File: config.mk
export PLATFORM = sky130hd
export DESIGN_NAME = uxn_mc_sequencer_flat
export DESIGN_NICKNAME = d
export VERILOG_FILES = /design/src/rtl/uxn_pkg.sv /design/src/rtl/uxn_mc_sequencer_if.sv /design/src/rtl/uxn_xfer_counter.sv /design/src/rtl/uxn_mc_sequencer.sv /design/src/flat_wrapper.sv
export SDC_FILE = /design/constraint.sdc
export NUM_CORES = 1
export LEC_CHECK = 0
export BUFFER_PORTS_ARGS = -buffer_cell sky130_fd_sc_hd__buf_2
export CORE_ASPECT_RATIO = 1.25
export CORE_UTILIZATION = 45
export DETAILED_ROUTE_END_ITERATION = 6
export PLACE_DENSITY = 0.68
export RECOVER_POWER = 100
export SLEW_MARGIN = 10
export SYNTH_ARGS = -nofsm -noshare
export SYNTH_HDL_FRONTEND = slang
export SYNTH_SLANG_ARGS = --single-unit
File: constraint.sdc
create_clock -name clk -period 3.3 [get_ports clk]
set_clock_uncertainty 0.15 [all_clocks]
set_input_delay 0.825 -clock clk [delete_from_list [all_inputs] [get_ports clk]]
set_output_delay 0.825 -clock clk [all_outputs]
set_load 0.02 [all_outputs]
File: src/rtl/uxn_pkg.sv
// rtl/uxn_pkg.sv - shared types and constants for the Uxn multicycle sequencer
package uxn_pkg;

    typedef enum logic [2:0] {
        ST_IDLE,
        ST_FETCH,
        ST_DECODE,
        ST_POP,
        ST_EXEC,
        ST_MEM,
        ST_PUSH,
        ST_FAULT
    } seq_state_t;

    typedef enum logic [1:0] {
        MEM_NONE = 2'd0,
        MEM_LD   = 2'd1,
        MEM_ST   = 2'd2,
        MEM_RSV  = 2'd3
    } mem_op_t;

    localparam int IR_SHORT_BIT = 5;
    localparam int IR_RET_BIT   = 6;
    localparam int IR_KEEP_BIT  = 7;

    // Wide enough for the largest decoder count (7) doubled in short mode.
    localparam int XFER_W = 4;

    function automatic logic [XFER_W-1:0] xfer_bytes(input logic [2:0] n, input logic short_mode);
        return short_mode ? {n, 1'b0} : {1'b0, n};
    endfunction

endpackage

File: src/rtl/uxn_mc_sequencer_if.sv
// rtl/uxn_mc_sequencer_if.sv - memory, decoder, stack and ALU strobes around the sequencer
interface uxn_mc_sequencer_if;
    import uxn_pkg::*;

    logic       mem_req;
    logic       mem_we;
    logic       mem_ack;
    logic       ir_load;
    logic       pc_inc;
    logic       pc_load;
    logic [2:0] dec_pop_n;
    logic [2:0] dec_push_n;
    mem_op_t    dec_mem;
    logic       dec_jump;
    logic       dec_brk;
    logic       ir_short;
    logic       ir_ret;
    logic       ir_keep;
    logic       alu_take;
    logic       stk_pop;
    logic       stk_push;
    logic       stk_sel;
    logic       stk_keep;
    logic       stk_err;
    logic       alu_en;

    modport master (
        output mem_req, mem_we, ir_load, pc_inc, pc_load,
               stk_pop, stk_push, stk_sel, stk_keep, alu_en,
        input  mem_ack, dec_pop_n, dec_push_n, dec_mem, dec_jump, dec_brk,
               ir_short, ir_ret, ir_keep, alu_take, stk_err
    );

    modport slave (
        input  mem_req, mem_we, ir_load, pc_inc, pc_load,
               stk_pop, stk_push, stk_sel, stk_keep, alu_en,
        output mem_ack, dec_pop_n, dec_push_n, dec_mem, dec_jump, dec_brk,
               ir_short, ir_ret, ir_keep, alu_take, stk_err
    );

endinterface

File: src/rtl/uxn_xfer_counter.sv
// rtl/uxn_xfer_counter.sv - loadable down-counter for per-phase stack byte transfers
module uxn_xfer_counter
    import uxn_pkg::*;
(
    input  logic              clk,
    input  logic              rst_n,
    input  logic              load,
    input  logic [XFER_W-1:0] load_val,
    input  logic              dec,
    output logic              zero,
    output logic              last
);

    logic [XFER_W-1:0] cnt;

    always_ff @(posedge clk or negedge rst_n) begin
        if (!rst_n) begin
            cnt <= '0;
        end else if (load) begin
            cnt <= load_val;
        end else if (dec && cnt != '0) begin
            cnt <= cnt - XFER_W'(1);
        end
    end

    assign zero = (cnt == '0);
    assign last = (cnt == XFER_W'(1));

endmodule

File: src/rtl/uxn_mc_sequencer.sv
// rtl/uxn_mc_sequencer.sv - Uxn multicycle control FSM: fetch, decode, pop, exec, mem, push
module uxn_mc_sequencer
    import uxn_pkg::*;
#(
    parameter int TMO_W    = 8,
    parameter int MAX_XFER = 4
) (
    input  logic               clk,
    input  logic               rst_n,
    input  logic               start,
    uxn_mc_sequencer_if.master sif,
    output logic               busy,
    output logic               done,
    output logic               fault
);

    // Last count value before the (2**TMO_W-1)-th unacknowledged request cycle.
    localparam logic [TMO_W-1:0] TMO_LAST = {{(TMO_W-1){1'b1}}, 1'b0};

    seq_state_t        state, state_nxt;
    logic [TMO_W-1:0]  tmo_cnt;
    logic              mem_two, mem_two_nxt;
    logic              mem_gap, mem_gap_nxt;
    logic              pop_load, pop_dec, pop_zero, pop_last;
    logic              push_load, push_dec, push_zero, push_last;
    logic [XFER_W-1:0] pop_bytes, push_bytes;
    logic              dec_bad;
    logic              tmo_hit;

    assign pop_bytes  = xfer_bytes(sif.dec_pop_n, sif.ir_short);
    assign push_bytes = xfer_bytes(sif.dec_push_n, sif.ir_short);
    assign dec_bad    = (int'(pop_bytes) > MAX_XFER) || (int'(push_bytes) > MAX_XFER)
                        || (sif.dec_mem == MEM_RSV);
    assign tmo_hit    = (tmo_cnt == TMO_LAST);

    uxn_xfer_counter u_pop_cnt (
        .clk      (clk),
        .rst_n    (rst_n),
        .load     (pop_load),
        .load_val (pop_bytes),
        .dec      (pop_dec),
        .zero     (pop_zero),
        .last     (pop_last)
    );

    uxn_xfer_counter u_push_cnt (
        .clk      (clk),
        .rst_n    (rst_n),
        .load     (push_load),
        .load_val (push_bytes),
        .dec      (push_dec),
        .zero     (push_zero),
        .last     (push_last)
    );

    always_ff @(posedge clk or negedge rst_n) begin
        if (!rst_n) begin
            state   <= ST_IDLE;
            tmo_cnt <= '0;
            mem_two <= 1'b0;
            mem_gap <= 1'b0;
        end else begin
            state   <= state_nxt;
            mem_two <= mem_two_nxt;
            mem_gap <= mem_gap_nxt;
            // Any cycle without an outstanding request restarts the timeout window.
            if (sif.mem_req && !sif.mem_ack) begin
                tmo_cnt <= tmo_cnt + TMO_W'(1);
            end else begin
                tmo_cnt <= '0;
            end
        end
    end

    always_comb begin
        state_nxt    = state;
        mem_two_nxt  = mem_two;
        mem_gap_nxt  = 1'b0;
        pop_load     = 1'b0;
        pop_dec      = 1'b0;
        push_load    = 1'b0;
        push_dec     = 1'b0;
        sif.mem_req  = 1'b0;
        sif.mem_we   = 1'b0;
        sif.ir_load  = 1'b0;
        sif.pc_inc   = 1'b0;
        sif.pc_load  = 1'b0;
        sif.stk_pop  = 1'b0;
        sif.stk_push = 1'b0;
        sif.stk_sel  = 1'b0;
        sif.stk_keep = 1'b0;
        sif.alu_en   = 1'b0;
        done         = 1'b0;

        case (state)
            ST_IDLE: begin
                if (start) state_nxt = ST_FETCH;
            end
            ST_FETCH: begin
                sif.mem_req = 1'b1;
                if (sif.mem_ack) begin
                    sif.ir_load = 1'b1;
                    sif.pc_inc  = 1'b1;
                    state_nxt   = ST_DECODE;
                end else if (tmo_hit) begin
                    state_nxt = ST_FAULT;
                end
            end
            ST_DECODE: begin
                sif.stk_sel = sif.ir_ret;
                if (sif.dec_brk) begin
                    done      = 1'b1;
                    state_nxt = ST_IDLE;
                end else if (dec_bad) begin
                    state_nxt = ST_FAULT;
                end else begin
                    pop_load    = 1'b1;
                    push_load   = 1'b1;
                    mem_two_nxt = sif.ir_short;
                    state_nxt   = (pop_bytes != '0) ? ST_POP : ST_EXEC;
                end
            end
            ST_POP: begin
                sif.stk_sel  = sif.ir_ret;
                sif.stk_keep = sif.ir_keep;
                sif.stk_pop  = !pop_zero;
                pop_dec      = !pop_zero;
                if (!pop_zero && sif.stk_err) begin
                    state_nxt = ST_FAULT;
                end else if (pop_zero || pop_last) begin
                    state_nxt = ST_EXEC;
                end
            end
            ST_EXEC: begin
                sif.stk_sel = sif.ir_ret;
                sif.alu_en  = 1'b1;
                sif.pc_load = sif.dec_jump && sif.alu_take;
                if (sif.dec_mem != MEM_NONE) begin
                    state_nxt = ST_MEM;
                end else if (!push_zero) begin
                    state_nxt = ST_PUSH;
                end else begin
                    state_nxt = ST_FETCH;
                end
            end
            ST_MEM: begin
                sif.stk_sel = sif.ir_ret;
                // A short access is two byte transactions with one idle cycle between them.
                if (!mem_gap) begin
                    sif.mem_req = 1'b1;
                    sif.mem_we  = (sif.dec_mem == MEM_ST);
                    if (sif.mem_ack) begin
                        if (mem_two) begin
                            mem_two_nxt = 1'b0;
                            mem_gap_nxt = 1'b1;
                        end else begin
                            state_nxt = ST_PUSH;
                        end
                    end else if (tmo_hit) begin
                        state_nxt = ST_FAULT;
                    end
                end
            end
            ST_PUSH: begin
                // Entered with a zero count only after MEM; the idle cycle keeps FETCH off the ack.
                sif.stk_sel  = sif.ir_ret;
                sif.stk_push = !push_zero;
                push_dec     = !push_zero;
                if (!push_zero && sif.stk_err) begin
                    state_nxt = ST_FAULT;
                end else if (push_zero || push_last) begin
                    state_nxt = ST_FETCH;
                end
            end
            ST_FAULT: begin
                state_nxt = ST_FAULT;
            end
            default: begin
                state_nxt = ST_FAULT;
            end
        endcase
    end

    assign busy  = (state != ST_IDLE) && (state != ST_FAULT);
    assign fault = (state == ST_FAULT);

endmodule

File: src/flat_wrapper.sv
// flat-port wrapper written by rule: the top's interface ports become plain ports
module uxn_mc_sequencer_flat import uxn_pkg::*;
#(
    parameter int TMO_W    = 8,
    parameter int MAX_XFER = 4
)
  (clk, rst_n, start, busy, done, fault, sif_mem_req, sif_mem_we, sif_ir_load, sif_pc_inc, sif_pc_load, sif_stk_pop, sif_stk_push, sif_stk_sel, sif_stk_keep, sif_alu_en, sif_mem_ack, sif_dec_pop_n, sif_dec_push_n, sif_dec_mem, sif_dec_jump, sif_dec_brk, sif_ir_short, sif_ir_ret, sif_ir_keep, sif_alu_take, sif_stk_err);
  uxn_mc_sequencer_if sif_i ();
  input  logic clk;
  input  logic rst_n;
  input  logic start;
  output logic busy;
  output logic done;
  output logic fault;
  output wire logic [$bits(sif_i.mem_req)-1:0] sif_mem_req;
  output wire logic [$bits(sif_i.mem_we)-1:0] sif_mem_we;
  output wire logic [$bits(sif_i.ir_load)-1:0] sif_ir_load;
  output wire logic [$bits(sif_i.pc_inc)-1:0] sif_pc_inc;
  output wire logic [$bits(sif_i.pc_load)-1:0] sif_pc_load;
  output wire logic [$bits(sif_i.stk_pop)-1:0] sif_stk_pop;
  output wire logic [$bits(sif_i.stk_push)-1:0] sif_stk_push;
  output wire logic [$bits(sif_i.stk_sel)-1:0] sif_stk_sel;
  output wire logic [$bits(sif_i.stk_keep)-1:0] sif_stk_keep;
  output wire logic [$bits(sif_i.alu_en)-1:0] sif_alu_en;
  input wire logic [$bits(sif_i.mem_ack)-1:0] sif_mem_ack;
  input wire logic [$bits(sif_i.dec_pop_n)-1:0] sif_dec_pop_n;
  input wire logic [$bits(sif_i.dec_push_n)-1:0] sif_dec_push_n;
  input wire logic [$bits(sif_i.dec_mem)-1:0] sif_dec_mem;
  input wire logic [$bits(sif_i.dec_jump)-1:0] sif_dec_jump;
  input wire logic [$bits(sif_i.dec_brk)-1:0] sif_dec_brk;
  input wire logic [$bits(sif_i.ir_short)-1:0] sif_ir_short;
  input wire logic [$bits(sif_i.ir_ret)-1:0] sif_ir_ret;
  input wire logic [$bits(sif_i.ir_keep)-1:0] sif_ir_keep;
  input wire logic [$bits(sif_i.alu_take)-1:0] sif_alu_take;
  input wire logic [$bits(sif_i.stk_err)-1:0] sif_stk_err;
  assign sif_mem_req = sif_i.mem_req;
  assign sif_mem_we = sif_i.mem_we;
  assign sif_ir_load = sif_i.ir_load;
  assign sif_pc_inc = sif_i.pc_inc;
  assign sif_pc_load = sif_i.pc_load;
  assign sif_stk_pop = sif_i.stk_pop;
  assign sif_stk_push = sif_i.stk_push;
  assign sif_stk_sel = sif_i.stk_sel;
  assign sif_stk_keep = sif_i.stk_keep;
  assign sif_alu_en = sif_i.alu_en;
  assign sif_i.mem_ack = sif_mem_ack;
  assign sif_i.dec_pop_n = sif_dec_pop_n;
  assign sif_i.dec_push_n = sif_dec_push_n;
  assign sif_i.dec_mem = sif_dec_mem;
  assign sif_i.dec_jump = sif_dec_jump;
  assign sif_i.dec_brk = sif_dec_brk;
  assign sif_i.ir_short = sif_ir_short;
  assign sif_i.ir_ret = sif_ir_ret;
  assign sif_i.ir_keep = sif_ir_keep;
  assign sif_i.alu_take = sif_alu_take;
  assign sif_i.stk_err = sif_stk_err;
  uxn_mc_sequencer #(.TMO_W(TMO_W), .MAX_XFER(MAX_XFER)) u_core (.clk(clk), .rst_n(rst_n), .start(start), .sif(sif_i), .busy(busy), .done(done), .fault(fault));
endmodule
Word level (Yosys, flattened, before mapping)
Index checks and enable logic that the tools add are counted.
W data, S select, Z words.
Operators by class
  $add $sub $neg: 3
  order comparisons: 2
  equality and inequality tests: 21
  multiplexer cells: 49
  reduce and logical (&&, ||, !) cells: 28
Operators by type and width (count)
  $mux W3: 15
  $mux W1: 24
  $mux W4: 6
  $pmux W3 S8: 1
  $eq A3 B3 Y1 const B: 4
  $reduce_bool A4 Y1: 3
  $ne A2 B2 Y1 const B: 5
  $reduce_and A5 Y1: 2
  $add A8 B1 Y8 const B: 1
  $eq A4 B1 Y1 const B: 2
  $eq A8 B8 Y1 const B: 1
  $gt A4 B3 Y1 const B: 2
  $logic_not A4 Y1: 2
  $mux W8: 1
  $reduce_bool A2 Y1: 4
  $sub A4 B1 Y4 const B: 2
  $logic_and A1 B1 Y1: 7
  $eq A3 B2 Y1 const B: 2
  $ne A3 B1 Y1 const B: 2
  $ne A3 B3 Y1 const B: 2
  $reduce_or A5 Y1: 1
  $eq A2 B2 Y1 const B: 2
  $logic_or A1 B1 Y1: 4
  $pmux W1 S2: 2
  4 further kinds: 6
Storage, ports and cells
  register bits after elaboration: 21
  output and inout bits: 13
  word-level logic and storage cells: 109

Depth between registers and ports, before layout
Gate-level depths: netlist (run 1).
  word-level depth: 8
  gate-level depth with buffers: 8
  gate-level depth less buffers: 7

Modules after synthesis
From an unflattened synthesis (run 1), not the netlist that was laid out.
Unflattened totals
  cells, all modules: 194
  area, all modules: 1592.8 µm²
Modules (own cells, without submodules)
  uxn_mc_sequencer: times used 1, cells an instance 135, area an instance 1053.5 µm²
  uxn_xfer_counter (u_core.u_push_cnt): times used 1, cells an instance 29, area an instance 272.8 µm²
  uxn_xfer_counter (u_core.u_pop_cnt): times used 1, cells an instance 30, area an instance 266.5 µm²

Worst setup path before layout (run 1)
OpenSTA, ideal clock, no wires.
  kind: in2out
  from: input port sif_mem_ack
  to: output port sif_pc_inc
  data arrival time: 1.667 ns
  path slack: 0.658 ns
  stages: 3
  cell sequence: inv_1 > nor3_1 > buf_4
Between the ends
  cells in the longest elaborated chain, start to end: 2
Ends and longest elaborated chain
  start: declaration: line flat_wrapper.sv:25  | input wire logic [$bits(sif_i.mem_ack)-1:0] sif_mem_ack;
  $mux W1 (2 in series)
  end: declaration: line flat_wrapper.sv:18  | output wire logic [$bits(sif_i.pc_inc)-1:0] sif_pc_inc;
Every way passes these cells.

Final worst setup path (run 1)
  from: register u_core.state[2]
  to: output port sif_mem_we
Between the ends
  cells in the longest elaborated chain, start to end: 2
Ends and longest elaborated chain
  start: declaration: line uxn_mc_sequencer.sv:20  | seq_state_t state, state_nxt;
  start signal: assignment: line uxn_mc_sequencer.sv:63  | state <= state_nxt;
  $eq A3 B3 Y1: line uxn_mc_sequencer.sv:95  | case (state)
  $mux W1: line uxn_mc_sequencer.sv:95
  end: declaration: line flat_wrapper.sv:16  | output wire logic [$bits(sif_i.mem_we)-1:0] sif_mem_we;
Every way passes these cells.

==> results of run 1 <==
## flip-flops by register name, summed over array words and instances, names as in the netlist
signal / cells
u_core.u_push_cnt.cnt: 4
u_core.mem_gap: 1
u_core.tmo_cnt: 8
u_core.state: 3
u_core.u_pop_cnt.cnt: 4
u_core.mem_two: 1
## worst paths after layout
path	endpoint	slack, ps	start
setup reg to reg	u_core.state[2]	890	u_core.u_push_cnt.cnt[0]
setup / recovery	sif_mem_we	400	u_core.state[2]
hold / removal	u_core.tmo_cnt[0]	400	u_core.tmo_cnt[0]
hold reg to reg	u_core.tmo_cnt[0]	400	u_core.tmo_cnt[0]
max in group asynchronous	u_core.mem_two	1710	rst_n
min in group asynchronous	u_core.state[0]	610	rst_n
## cell type report
class,count,share of cell area
clock buffer,3,0.0249
clock inverter,1,0.00301
inverter,9,0.0203
multi-input combinational,136,0.524
sequential,21,0.317
tap,37,0.0279
timing repair buffer,31,0.0829
## cells by family (layout without fill, tap and decap cells)
family / Yosys count / in the layout / synth area share
flops: 21 / 21 / 0.345
fa+ha+maj: 6 / 6 / 0.0493
buf+inv: 17 / 44 / 0.0740
simple gates: 72 / 72 / 0.257
xor+xnor: 11 / 11 / 0.0633
mux: 6 / 6 / 0.0411
compound gates: 41 / 41 / 0.170
## where the power goes
part | internal, mW | switching (mW)
sequential | 0.340 | 0.137
combinational | 0.237 | 0.384
clock | 0.0842 | 0.0874
total | 0.660 | 0.608
## per-stage QoR
step                      instance area (µm²)  std cells  setup slack, ps
after floorplan                          1520        174              658
after global placement                   1640        234              767
after detailed placement                 1640        234              722
after CTS                                1690        238              421
after global routing                     1660        238              170
final                                    1660        238              405
## synth_stat cells (2+ instances only)
cell / instances / area (µm²)
dfrtp_1: 21 / 526
nand2_1: 19 / 71.3
nor2_1: 19 / 71.3
o21ai_0: 14 / 70.1
a21oi_1: 13 / 65.1
inv_1: 9 / 33.8
xor2_1: 8 / 70.1
ha_1: 6 / 75.1
nor3_1: 6 / 30.0
mux2i_1: 4 / 40.0
nand3_1: 4 / 20.0
nand4_1: 4 / 25.0
a22oi_1: 3 / 22.5
buf_6: 3 / 33.8
or2_2: 3 / 18.8
xnor2_1: 3 / 26.3
and3_1: 2 / 12.5
buf_2: 2 / 10.0
buf_4: 2 / 15.0
mux2_2: 2 / 22.5
nand2b_1: 2 / 12.5
nor2b_1: 2 / 12.5
## worst max-delay path, stage by stage, from the launching register on
cell and delay, ps:
dfrtp_1 660, nand2_1 210, nor2_1 220, nor4bb_1 310, clkbuf_1 260
## per-layer routing
layer	vias up	track usage	wire length, µm
li1	663	-	-
met5	-	0	0
met1	654	0.245	1370
met4	0	0.0673	28
met2	66	0.386	1800
met3	4	0.0479	272
==> results.json, run 1 <==
{
  "clockBufferDepth": 2,
  "vias": 1387,
  "relSlewSlack": 0.237,
  "coreArea_um2": 3220,
  "critical_path_class": "reg2out",
  "mostFrequentLayoutCells": "dfrtp_1 (21), nand2_1 (19), nor2_1 (19), buf_2 (17)",
  "vias_per_cell": 5.83,
  "antenna-diode-count": 0,
  "ant_nets": 0,
  "cts-root-buf": "clkbuf_8",
  "fin_nets": 227,
  "yosysSeqAreaShare": 0.345,
  "drtPass1Iterations": 6,
  "dp_hpwl_um": 2690,
  "tightestPinTransition_ps": 1140,
  "ios": 32,
  "tns_ps": 0,
  "wire_per_inst_um": 14.6,
  "synth-main-ff-cell": "dfrtp_1",
  "syn-num-nets": 199,
  "grt_start_max_net_pins": 22,
  "synthArstFlopShare": 1.00,
  "cts.reportedPaths.clkPinSlew_ps": 80,
  "rsz0062_at_grt": "false",
  "post_cts_buffers": 0,
  "setup_violations": 0,
  "dieHeight_um": 67.0,
  "hp-class": "reg2reg",
  "irDropWorstVdd_mv": 0.394,
  "powerDensity_nw_per_um2": 764,
  "hold_violations": 0,
  "area_growth_pct": 9.13,
  "placementRows": 23,
  "grt_pass1_wl_um": 5730,
  "fin_util": 0.515,
  "critical_path_arrival_ps": 1920,
  "leakage_nw": 0.719,
  "cts_max_level": 1,
  "routed_wl_um": 3470,
  "drt_iter0_markers": 70,
  "cp-start-kind": "flip-flop",
  "worstPathRequired_ps": 2320,
  "endpoint_kind": "primary output",
  "status": "complete, no violations",
  "fmax_mhz": 345,
  "initial_core_util": 0.472,
  "cts_made_buffers": 3,
  "avgSynthCellArea_um2": 8.74,
  "dieWidth_um": 54.0,
  "r2r_cells": 7,
  "cts_tree": "built",
  "fp.dieArea_um2": 3620,
  "numClockSinks": 21,
  "ctsResizeCount": 0,
  "slew_viol_final": 0,
  "final_common_cell": "dfrtp_1",
  "whs_path_depth": 1,
  "portBuffers": 31,
  "drive_above_1_share": 0.164,
  "cap_violations": 0,
  "gp_congestion": 0.979,
  "drc": 0,
  "grt_pass1_vias": 1363,
  "syn_area_um2": 1520,
  "seqCellArea_um2": 526,
  "n_fill_cell": 319,
  "hold_buffers": 0,
  "critPathMaxFanout": 16,
  "fin_crit_ps": 2900,
  "multi_input_area_um2": 871,
  "grt.overflow.total": 0,
  "synthCells": 174,
  "worstSkewPairLatency_ps": 260,
  "ys_types": 45,
  "yosys_register_bits": 21,
  "antenna_found_initial": 0,
  "min_period_over_period": 0.877,
  "ys_warn_count": 0,
  "power_mw": 1.27,
  "track_usage": 0.216,
  "synth_edf_count": 0,
  "whs_ps": 400
}
Power figures use the tool's default switching activity.
==> run 2, diff against run 1 <==
--- a/config.mk
+++ b/config.mk
@@ -7,6 +7,7 @@
 export LEC_CHECK = 0
 export BUFFER_PORTS_ARGS = -buffer_cell sky130_fd_sc_hd__buf_2
 export CORE_ASPECT_RATIO = 1.25
+export CORE_MARGIN = 5
 export CORE_UTILIZATION = 45
 export DETAILED_ROUTE_END_ITERATION = 6
 export PLACE_DENSITY = 0.68
==> results.json, run 2 (synthesis gave the netlist of run 1 again) <==
{
  "cts_tree": "built",
  "fin_area_um2": 1660,
  "whs_ps": 380,
  "drt_iter0_markers": 85,
  "grt_pass1_wl_um": 5710,
  "mostFrequentLayoutCells": "dfrtp_1 (21), nand2_1 (19), nor2_1 (19), buf_2 (17)",
  "post_cts_buffers": 0,
  "dieWidth_um": 62.0,
  "status": "complete, no violations",
  "hp-class": "reg2reg",
  "critical_path_arrival_ps": 2020,
  "fin_crit_ps": 2990,
  "largest-register": "u_core.tmo_cnt",
  "antenna_found_initial": 0,
  "area_growth_pct": 9.29,
  "grt_start_max_net_pins": 22,
  "drc": 0,
  "cts_max_level": 1,
  "vias_per_cell": 5.70,
  "leakage_nw": 0.715,
  "slew_viol_final": 0,
  "critPathMaxFanout": 16,
  "cts.reportedPaths.clkPinSlew_ps": 80,
  "fin_nets": 227,
  "tightestPinTransition_ps": 1120,
  "layout_setup_ws_ps": 306,
  "routed_wl_um": 3410,
  "worstPathRequired_ps": 2320,
  "coreArea_um2": 3220,
  "place_ws_ps": 654,
  "hold_violations": 0,
  "power_mw": 1.27,
  "ios": 32,
  "fp.dieArea_um2": 4650,
  "wire_per_inst_um": 14.3,
  "n_fill_cell": 327,
  "numClockSinks": 21,
  "dp_hpwl_um": 2660,
  "cts_made_buffers": 3,
  "rsz0062_at_grt": "false",
  "vias": 1357,
  "tns_ps": 0,
  "min_period_over_period": 0.907,
  "place_inst": 234,
  "portBuffers": 31,
  "relSlewSlack": 0.253,
  "top_regs": "u_core.tmo_cnt x8, u_core.u_pop_cnt.cnt x4, u_core.u_push_cnt.cnt x4",
  "final_common_cell": "dfrtp_1",
  "hold_buffers": 0,
  "placementRows": 23,
  "cts-root-buf": "clkbuf_8",
  "worstSkewPairLatency_ps": 270,
  "critical_path_class": "reg2out",
  "track_usage": 0.161,
  "ant_nets": 0,
  "setup_violations": 0,
  "initial_core_util": 0.472,
  "dieHeight_um": 75.0,
  "grt_pass1_vias": 1347,
  "grt.overflow.total": 0,
  "cap_violations": 0,
  "antenna-diode-count": 0,
  "instances_no_fill": 238,
  "fin_util": 0.516,
  "clockBufferDepth": 2,
  "drive_above_1_share": 0.164,
  "irDropWorstVdd_mv": 0.428,
  "drtPass1Iterations": 5,
  "cp-start-kind": "flip-flop",
  "gp_congestion": 0.830,
  "fmax_mhz": 334,
  "ctsResizeCount": 0,
  "largest_reg_flops": 8,
  "powerDensity_nw_per_um2": 761,
  "endpoint_kind": "primary output",
  "place_area_um2": 1640
}
## run 2: cell types whose count changed in the layout (fill, tap and decap cells not counted), sizes merged
cell / before / now
clkinv: 1 / 0
clkinvlp: 0 / 1
## run 2: final cells by class
cell class | instances | area (µm²) | share of cell area
repair buffers | 31 | 138 | 0.0828
multi-input cells | 136 | 871 | 0.524
well taps | 37 | 46.3 | 0.0278
inverters | 9 | 33.8 | 0.0203
flip-flops and latches | 21 | 526 | 0.316
clock inverters | 1 | 7.51 | 0.00451
clock buffers | 3 | 41.3 | 0.0248
## run 2: final timing paths
check | from | to | slack [ps] | depth (start not counted)
min reg2reg | u_core.mem_gap | u_core.mem_gap | 380 | 1
max in group asynchronous | rst_n | u_core.state[1] | 1730 | 1
max | u_core.state[2] | sif_mem_we | 310 | 4
min | u_core.mem_gap | u_core.mem_gap | 380 | 1
min in group asynchronous | rst_n | u_core.tmo_cnt[7] | 600 | 1
max reg2reg | u_core.u_push_cnt.cnt[0] | u_core.state[2] | 1030 | 7
## run 2: metal layers
metal	global-route usage	vias to the layer above	wire (µm)
met4	0.0637	0	63
li1	-	669	-
met3	0.0309	7	276
met5	0	-	0
met2	0.267	56	1520
met1	0.202	625	1550
## run 2: critical path, stage by stage, from the launching register on
cell and delay [ps]:
dfrtp_1 680, nand2_1 230, nor2_1 230, nor4bb_1 340, clkbuf_1 270
## run 2: report_power, final
part | internal [mW] | switching [mW] | total, mW
Sequential | 0.340 | 0.137 | 0.477
Clock | 0.0854 | 0.0882 | 0.174
Combinational | 0.237 | 0.378 | 0.616
